## src/rtl/fp_to_fixed_stream.sv

```systemverilog
// Streaming IEEE-754 single to saturated signed Q(31-FRAC_BITS).FRAC_BITS converter.
// Optional round-half-away-from-zero when FP2FIX_ROUND_EN is defined; default truncates.
module fp_to_fixed_stream #(
  parameter int unsigned FRAC_BITS = 16
) (
  input  logic        clk,
  input  logic        rst_n,
  input  logic [31:0] s_axis_tdata,
  input  logic        s_axis_tvalid,
  output logic        s_axis_tready,
  output logic [31:0] m_axis_tdata,
  output logic        m_axis_tvalid,
  input  logic        m_axis_tready,
  output logic [1:0]  m_axis_tuser
);

  localparam logic [1:0] StIdle  = 2'd0;
  localparam logic [1:0] StShift = 2'd1;
  localparam logic [1:0] StFix   = 2'd2;
  localparam logic [1:0] StOut   = 2'd3;

  localparam logic signed [9:0] FracS = 10'(FRAC_BITS);

  logic [1:0]  r_state;
  logic [31:0] r_acc;
  logic [5:0]  r_cnt;
  logic        r_left;
  logic        r_sign;
  logic        r_nan;
  logic        r_ovf;
  logic [31:0] r_tdata;
  logic [1:0]  r_tuser;
  logic        r_tvalid;

  logic              w_sign;
  logic [7:0]        w_exp;
  logic [22:0]       w_frac;
  logic signed [9:0] w_s;
  logic              w_nan;
  logic              w_zero;
  logic              w_big;
  logic              w_tiny;
  logic              w_special;
  logic [5:0]        w_cnt;
  logic              w_hs;

  assign w_sign = s_axis_tdata[31];
  assign w_exp  = s_axis_tdata[30:23];
  assign w_frac = s_axis_tdata[22:0];

  // s = (exp - 127) - 23 + FRAC_BITS
  assign w_s    = $signed({2'b00, w_exp}) - 10'sd150 + FracS;
  assign w_nan  = (&w_exp) & (|w_frac);
  assign w_zero = ~|w_exp;
  // exp=255 always yields s >= 8, so infinities land in w_big too
  assign w_big  = w_s >= 10'sd8;
  assign w_tiny = w_s <= -10'sd25;
  assign w_special = w_nan | w_big | w_zero | w_tiny;
  assign w_cnt  = w_s[9] ? 6'(-w_s) : 6'(w_s);

  assign s_axis_tready = rst_n && (r_state == StIdle);
  assign w_hs          = s_axis_tvalid & s_axis_tready;

  logic [32:0] w_mag;
  logic        w_sat;
  logic [31:0] w_fix_data;
  logic [1:0]  w_fix_user;

`ifdef FP2FIX_ROUND_EN
  logic r_guard;

  // Guard holds the last bit dropped by a right shift
  always_ff @(posedge clk) begin
    if (!rst_n) begin
      r_guard <= 1'b0;
    end else if (r_state == StIdle) begin
      r_guard <= 1'b0;
    end else if (r_state == StShift && !r_left) begin
      r_guard <= r_acc[0];
    end
  end

  assign w_mag = {1'b0, r_acc} + {32'd0, r_guard};
`else
  assign w_mag = {1'b0, r_acc};
`endif

  assign w_sat = r_ovf | (|w_mag[32:31]);

  always_comb begin
    w_fix_data = 32'd0;
    w_fix_user = 2'b00;
    if (r_nan) begin
      w_fix_user = 2'b10;
    end else if (w_sat) begin
      w_fix_data = r_sign ? 32'h8000_0000 : 32'h7fff_ffff;
      w_fix_user = 2'b01;
    end else begin
      w_fix_data = r_sign ? (~w_mag[31:0] + 32'd1) : w_mag[31:0];
    end
  end

  always_ff @(posedge clk) begin
    if (!rst_n) begin
      r_state  <= StIdle;
      r_acc    <= 32'd0;
      r_cnt    <= 6'd0;
      r_left   <= 1'b0;
      r_sign   <= 1'b0;
      r_nan    <= 1'b0;
      r_ovf    <= 1'b0;
      r_tdata  <= 32'd0;
      r_tuser  <= 2'b00;
      r_tvalid <= 1'b0;
    end else begin
      case (r_state)
        StIdle: begin
          if (w_hs) begin
            r_sign <= w_sign;
            r_nan  <= w_nan;
            r_ovf  <= w_big & ~w_nan;
            r_left <= ~w_s[9];
            r_acc  <= w_special ? 32'd0 : {8'd0, 1'b1, w_frac};
            r_cnt  <= w_special ? 6'd0 : w_cnt;
            r_state <= (!w_special && w_cnt != 6'd0) ? StShift : StFix;
          end
        end
        StShift: begin
          r_acc <= r_left ? {r_acc[30:0], 1'b0} : {1'b0, r_acc[31:1]};
          r_cnt <= r_cnt - 6'd1;
          if (r_cnt == 6'd1) begin
            r_state <= StFix;
          end
        end
        StFix: begin
          r_tdata  <= w_fix_data;
          r_tuser  <= w_fix_user;
          r_tvalid <= 1'b1;
          r_state  <= StOut;
        end
        StOut: begin
          if (m_axis_tready) begin
            r_tvalid <= 1'b0;
            r_state  <= StIdle;
          end
        end
        default: r_state <= StIdle;
      endcase
    end
  end

  assign m_axis_tdata  = r_tdata;
  assign m_axis_tuser  = r_tuser;
  assign m_axis_tvalid = r_tvalid;

endmodule

```

## config.mk

```make
export PLATFORM = sky130hd
export DESIGN_NAME = fp_to_fixed_stream
export DESIGN_NICKNAME = d
export VERILOG_FILES = /design/src/rtl/fp_to_fixed_stream.sv
export SDC_FILE = /design/constraint.sdc
export NUM_CORES = 1
export LEC_CHECK = 0
export ABC_CLOCK_PERIOD_IN_PS = 4100
export BUFFER_PORTS_ARGS = -buffer_cell sky130_fd_sc_hd__buf_4
export CORE_ASPECT_RATIO = 0.5
export CORE_UTILIZATION = 29
export DETAILED_ROUTE_END_ITERATION = 6
export PLACE_DENSITY_LB_ADDON = 0.25
export SYNTH_ARGS = -nofsm -noshare
export SYNTH_HDL_FRONTEND = slang
export SYNTH_SLANG_ARGS = --single-unit
```

## constraint.sdc

```tcl
create_clock -name clk -period 4.1 [get_ports clk]
set_clock_uncertainty 0.1 [all_clocks]
set_input_delay 0.615 -clock clk [delete_from_list [all_inputs] [get_ports clk]]
set_output_delay 0.615 -clock clk [all_outputs]
set_load 0.005 [all_outputs]
```

# Word level (Yosys, flattened, before mapping)
# Index checks and enable logic that the tools add are counted.
dict set report classes {
  n_eq_ne 7
  n_lt_le_gt_ge 2
  n_mux 21
  bitwise 10
  n_reduce_logical 15
  n_addsub 5
}
# operator count
set ops {}
lappend ops {{$mux 32} 6}
lappend ops {{$pmux 32 s2} 1}
lappend ops {{$add 32x1->32 const B} 1}
lappend ops {{$not 32->32} 1}
lappend ops {{$mux 24} 1}
lappend ops {{$reduce_or 23->1} 1}
lappend ops {{$mux 6} 3}
lappend ops {{$pmux 6 s2} 1}
lappend ops {{$add 9x6->10 const B} 1}
lappend ops {{$ge 10x5->1 const B} 1}
lappend ops {{$le 10x6->1 const B} 1}
lappend ops {{$mux 2} 5}
lappend ops {{$sub 8x8->9 const B} 1}
lappend ops {{$pmux 2 s4} 1}
lappend ops {{$reduce_and 8->1} 1}
lappend ops {{$reduce_or 8->1} 1}
lappend ops {{$eq 6x1->1 const B} 1}
lappend ops {{$ne 2x2->1 const B} 3}
lappend ops {{$neg 6->6} 1}
lappend ops {{$reduce_and 2->1} 3}
lappend ops {{$reduce_bool 6->1} 1}
lappend ops {{$sub 6x1->6 const B} 1}
lappend ops {{$eq 2x2->1 const B} 2}
lappend ops {{$or 1x1->1} 4}
lappend ops {{10 further kinds} 17}
dict set report totals {
  ff_bits 79
  elab_cells 70
  out_inout_bits 36
  input_bits 36
}

# Depth between registers and ports, before layout
dict set report logic_depth {
  word_depth 11
  depth_mapped 13
  ltp_nobuf 11
}

# Worst setup path after synthesis
# OpenSTA, ideal clock, no wires.
dict set report synth_path {
  path_kind {in2reg}
  startpoint {input s_axis_tdata[24]}
  endpoint {register r_cnt[2]}
  t_arrival_ps 2966
  path_buffers 1
  required_ps 3904
  setup_ps 96
  slack_ps 938
  path_stages 10
  path_cell_list {ha_1 -> buf_2 -> o21a_1 -> xnor2_1 -> ha_1 -> a21bo_2 -> a2111oi_2 -> o211ai_1 -> a211o_1 -> o41ai_2}
}
dict set report synth_between {
  elab_chain_len 9
  elab_cells_between_ends 16
  cone_classes {add/sub (3); order compare (2); mux (4); bitwise (4); reduce/logical (3)}
}
# element line_no
set synth_lines {}
lappend synth_lines {{start: declaration} 8} ;# input logic [31:0] s_axis_tdata,
lappend synth_lines {{$sub 8x8->9} 52} ;# assign w_s = $signed({2'b00, w_exp}) - 10'sd150 + FracS;
lappend synth_lines {{$add 9x6->10} 52}
lappend synth_lines {{$ge 10x5->1} 56} ;# assign w_big = w_s >= 10'sd8;
lappend synth_lines {{$or 1x1->1 (3 in series)} 58} ;# assign w_special = w_nan | w_big | w_zero | w_tiny;
lappend synth_lines {{$mux 6 *} 124} ;# r_cnt <= w_special ? 6'd0 : w_cnt;
lappend synth_lines {{$mux 6 *} 118} ;# if (w_hs) begin
lappend synth_lines {{$pmux 6 s2 *} 116} ;# case (r_state)
lappend synth_lines {{end signal: assignment} 124}
lappend synth_lines {{end signal: assignment} 130} ;# r_cnt <= r_cnt - 6'd1;
lappend synth_lines {{end: declaration} 26} ;# logic [5:0] r_cnt;
# Every way passes the cells marked *; elsewhere a longest branch is shown, timed or not. The select of a mux whose other input is x is not followed.
# A chain may end at the register's enable or synchronous reset.

# Final worst setup path
# Same ends and word-level chain as after synthesis.

==> summary.txt <==
Setup path
  – Worst path required time: 4.24 ns
  – Setup slack on the worst flop-to-flop path: 1.32 ns
  – CP Capture Type: register
  – R2r worst-path depth: 6
  – Launch point of the worst reg-to-reg path: r_acc[6]
  – CP Class: in -> reg
  – CP endpoint: r_cnt[2]
  – Crit path DAT: 3.44 ns
  – CP Launch Point: s_axis_tdata[24]
  – Worst R2R End: m_axis_tdata[24]
  – CP max FO: 12
  – CP Launch Type: primary input

Layout
  – Final #Nets: 747
  – Area growth syn-to-layout: 18.7%
  – Layout cells sized above 1: 21.1%
  – Most frequent cells in the layout: buf_4 (79), dfxtp_1 (79), a21oi_1 (77)
  – # diodes: 0
  – Non-Filler Instances: 932

Power
  – Static Leak: 2.32 nW
  – VDD IR max: 0.000235 V
  – Power Dens Cells: 622 nW/um2

GRT
  – Vias in the first global route: 4586
  – Initial antenna violation count: 0
  – Global-route wire length before repair: 25100 um
  – Met1 Use GR: 24.3%
  – Most Crowded Layer GR: met1
  – Largest net degree at the start of global routing: 64
  – Met2 GRT Util: 23.5%
  – Gr ovfl total: 0
  – Met3 usage: 3.01%
  – Overall routing resource usage: 16.1%

Clock network
  – CTS tree: done
  – Clk sinks: 79
  – CTS Hold Bufs: 0
  – Root buf cell: clkbuf_16
  – Cts bufs inserted: 9
  – Clock transition at the registers of the reported paths: 0.06 ns
  – PostCTS Resize Cnt: 0
  – CTS max path bufs: 2
  – Later-pin clock latency in the skew report: 0.34 ns
  – H-tree level count: 3
  – Post-CTS Setup Inserts: 0

Floorplanning
  – Core area: 17700 um2
  – Row count: 34
  – Initial Util: 30.2%
  – # IOs: 72
  – Chip height: 98.0 um
  – Die area: 19000 um2
  – Die X: 194 um

Drt
  – DR WL/cell: 16.4 um
  – Post-route ant nets: 0
  – Routed WL: 15300 um
  – Detail-routed via count per cell: 5.35
  – Pre-antenna DRT Iters: 4
  – Via count: 4982
  – # DRC: 0
  – Drt initial violations: 289

Synth
  – Sequential cell area fraction in the yosys report: 29.6%
  – Mapped Area: 5340 um2
  – Ys async rst share: 0%
  – Top_reg_cell synth: dfxtp_1
  – Synth top area cells: dfxtp_1 (30%), a21oi_1 (7.2%), mux2_2 (6.3%)
  – Mapped Nets: 710
  – Number of flops mapped to enable cells by yosys: 0
  – Synthesized instance count: 657
  – Distinct cells, synth: 71
  – Post-synth top area cell: dfxtp_1
  – Synthesized area per cell: 8.13 um2
  – Seq cells post-synth: 79
  – Warning count from the yosys run: 0
  – Share of the synthesized area in the top cell type: 29.6%

Placed design
  – Place WS: 0.473 ns
  – DPL Wire Length: 10800 um
  – Placed cell count: 917
  – # port buffers: 71
  – RD Place Congestion: 0.832

Status
  – Status: complete, no violations

Flow run
  – Max Cap Violations: 0

STA
  – Highest Clock Rate: 303 MHz
  – Post-route clock period utilization: 80.4%
  – Setup Viol. Count Final: 0
  – Final worst slack: 0.803 ns
  – Sum of negative setup slack: 0 ns
  – Slew headroom: 27.1%
  – Max-slew violations: 0
  – Final hold slack: 0.358 ns
  – Hold Fails Final Rpt: 0
  – Worst Tran Pin Value: 1.09 ns
  – Min Tclk post-route: 3.30 ns
  – RSZ-0062 raised after global routing: false

Hold path
  – Hold path cells: 2
  – Worst hold path class: reg -> reg
## layer usage
metal	vias up	part of all wire, %
met1	2349	53
met2	118	42
li1	2507	-
met3	8	4.8
met4	0	0.63
met5	-	0
## per-stage QoR
stage | power [W] | area (um2) | util, %
2_1_floorplan | 0.00253 | 5340 | -
3_3_place_gp | 0.00303 | 6020 | 34.0
3_5_place_dp | 0.00304 | 6020 | 34.0
4_1_cts | 0.00397 | 6340 | 35.8
5_1_grt | 0.00424 | 6340 | 35.8
6_report | 0.00395 | 6340 | 35.8
## critical path, cell delays in order
cell and delay (ns):
buf_4 0.14, ha_1 0.34, o21a_1 0.26, xnor2_1 0.42
ha_1 0.28, a21bo_2 0.24, a2111oi_2 0.28, o211ai_1 0.17
a211o_1 0.38, o41ai_2 0.32
## cells in the mapped netlist (all sizes together), types with 16 or more instances
library cell	instances
nand3	17
nor3b	23
o2bb2ai	24
xnor2	22
a21oi	78
mux2	30
inv	16
nor2	30
clkbuf	41
ha	17
nand2	55
o21ai	56
dfxtp	79
## kinds of logic (layout without fill, tap and decap cells)
logic type	count (synthesis)	after routing	synth area share (%)
flops	79	79	29.6
simple gates	188	188	18.8
mux	34	34	7.07
buf+inv	70	111	5.31
xor+xnor	37	37	6.06
compound gates	232	232	29.2
fa+ha+maj	17	17	3.98
## where the power goes
group	switching (W)	internal, W	total [W]
clock	0.000321	0.000591	0.000912
sequential	0.000284	0.000954	0.00124
combinational	0.00108	0.000716	0.00180
## sequential cells by signal (all words and copies together) (netlist names), 2 cells and up
name	cells
m_axis_tuser	2
m_axis_tdata	32
r_cnt	6
r_acc	32
r_state	2
## worst min path at each step
stage,from,end,slack (ns)
global placement,m_axis_tdata[7],m_axis_tdata[7],0.35
CTS,m_axis_tdata[7],m_axis_tdata[7],0.36
global route,m_axis_tdata[18],m_axis_tdata[18],0.38
finish,m_axis_tdata[7],m_axis_tdata[7],0.36
floorplan,r_acc[31],r_acc[31],0.35
detailed placement,m_axis_tdata[7],m_axis_tdata[7],0.36
## cell type report
cell class,instances,area [um2]
Fill cell,1858,11400
Multi-Input combinational cell,508,3480
Sequential cell,79,1580
Timing Repair Buffer,79,593
Tap cell,234,293
Clock buffer,11,233
Clock inverter,4,95.1
Inverter,17,63.8
(Power assumes the default switching activity.)
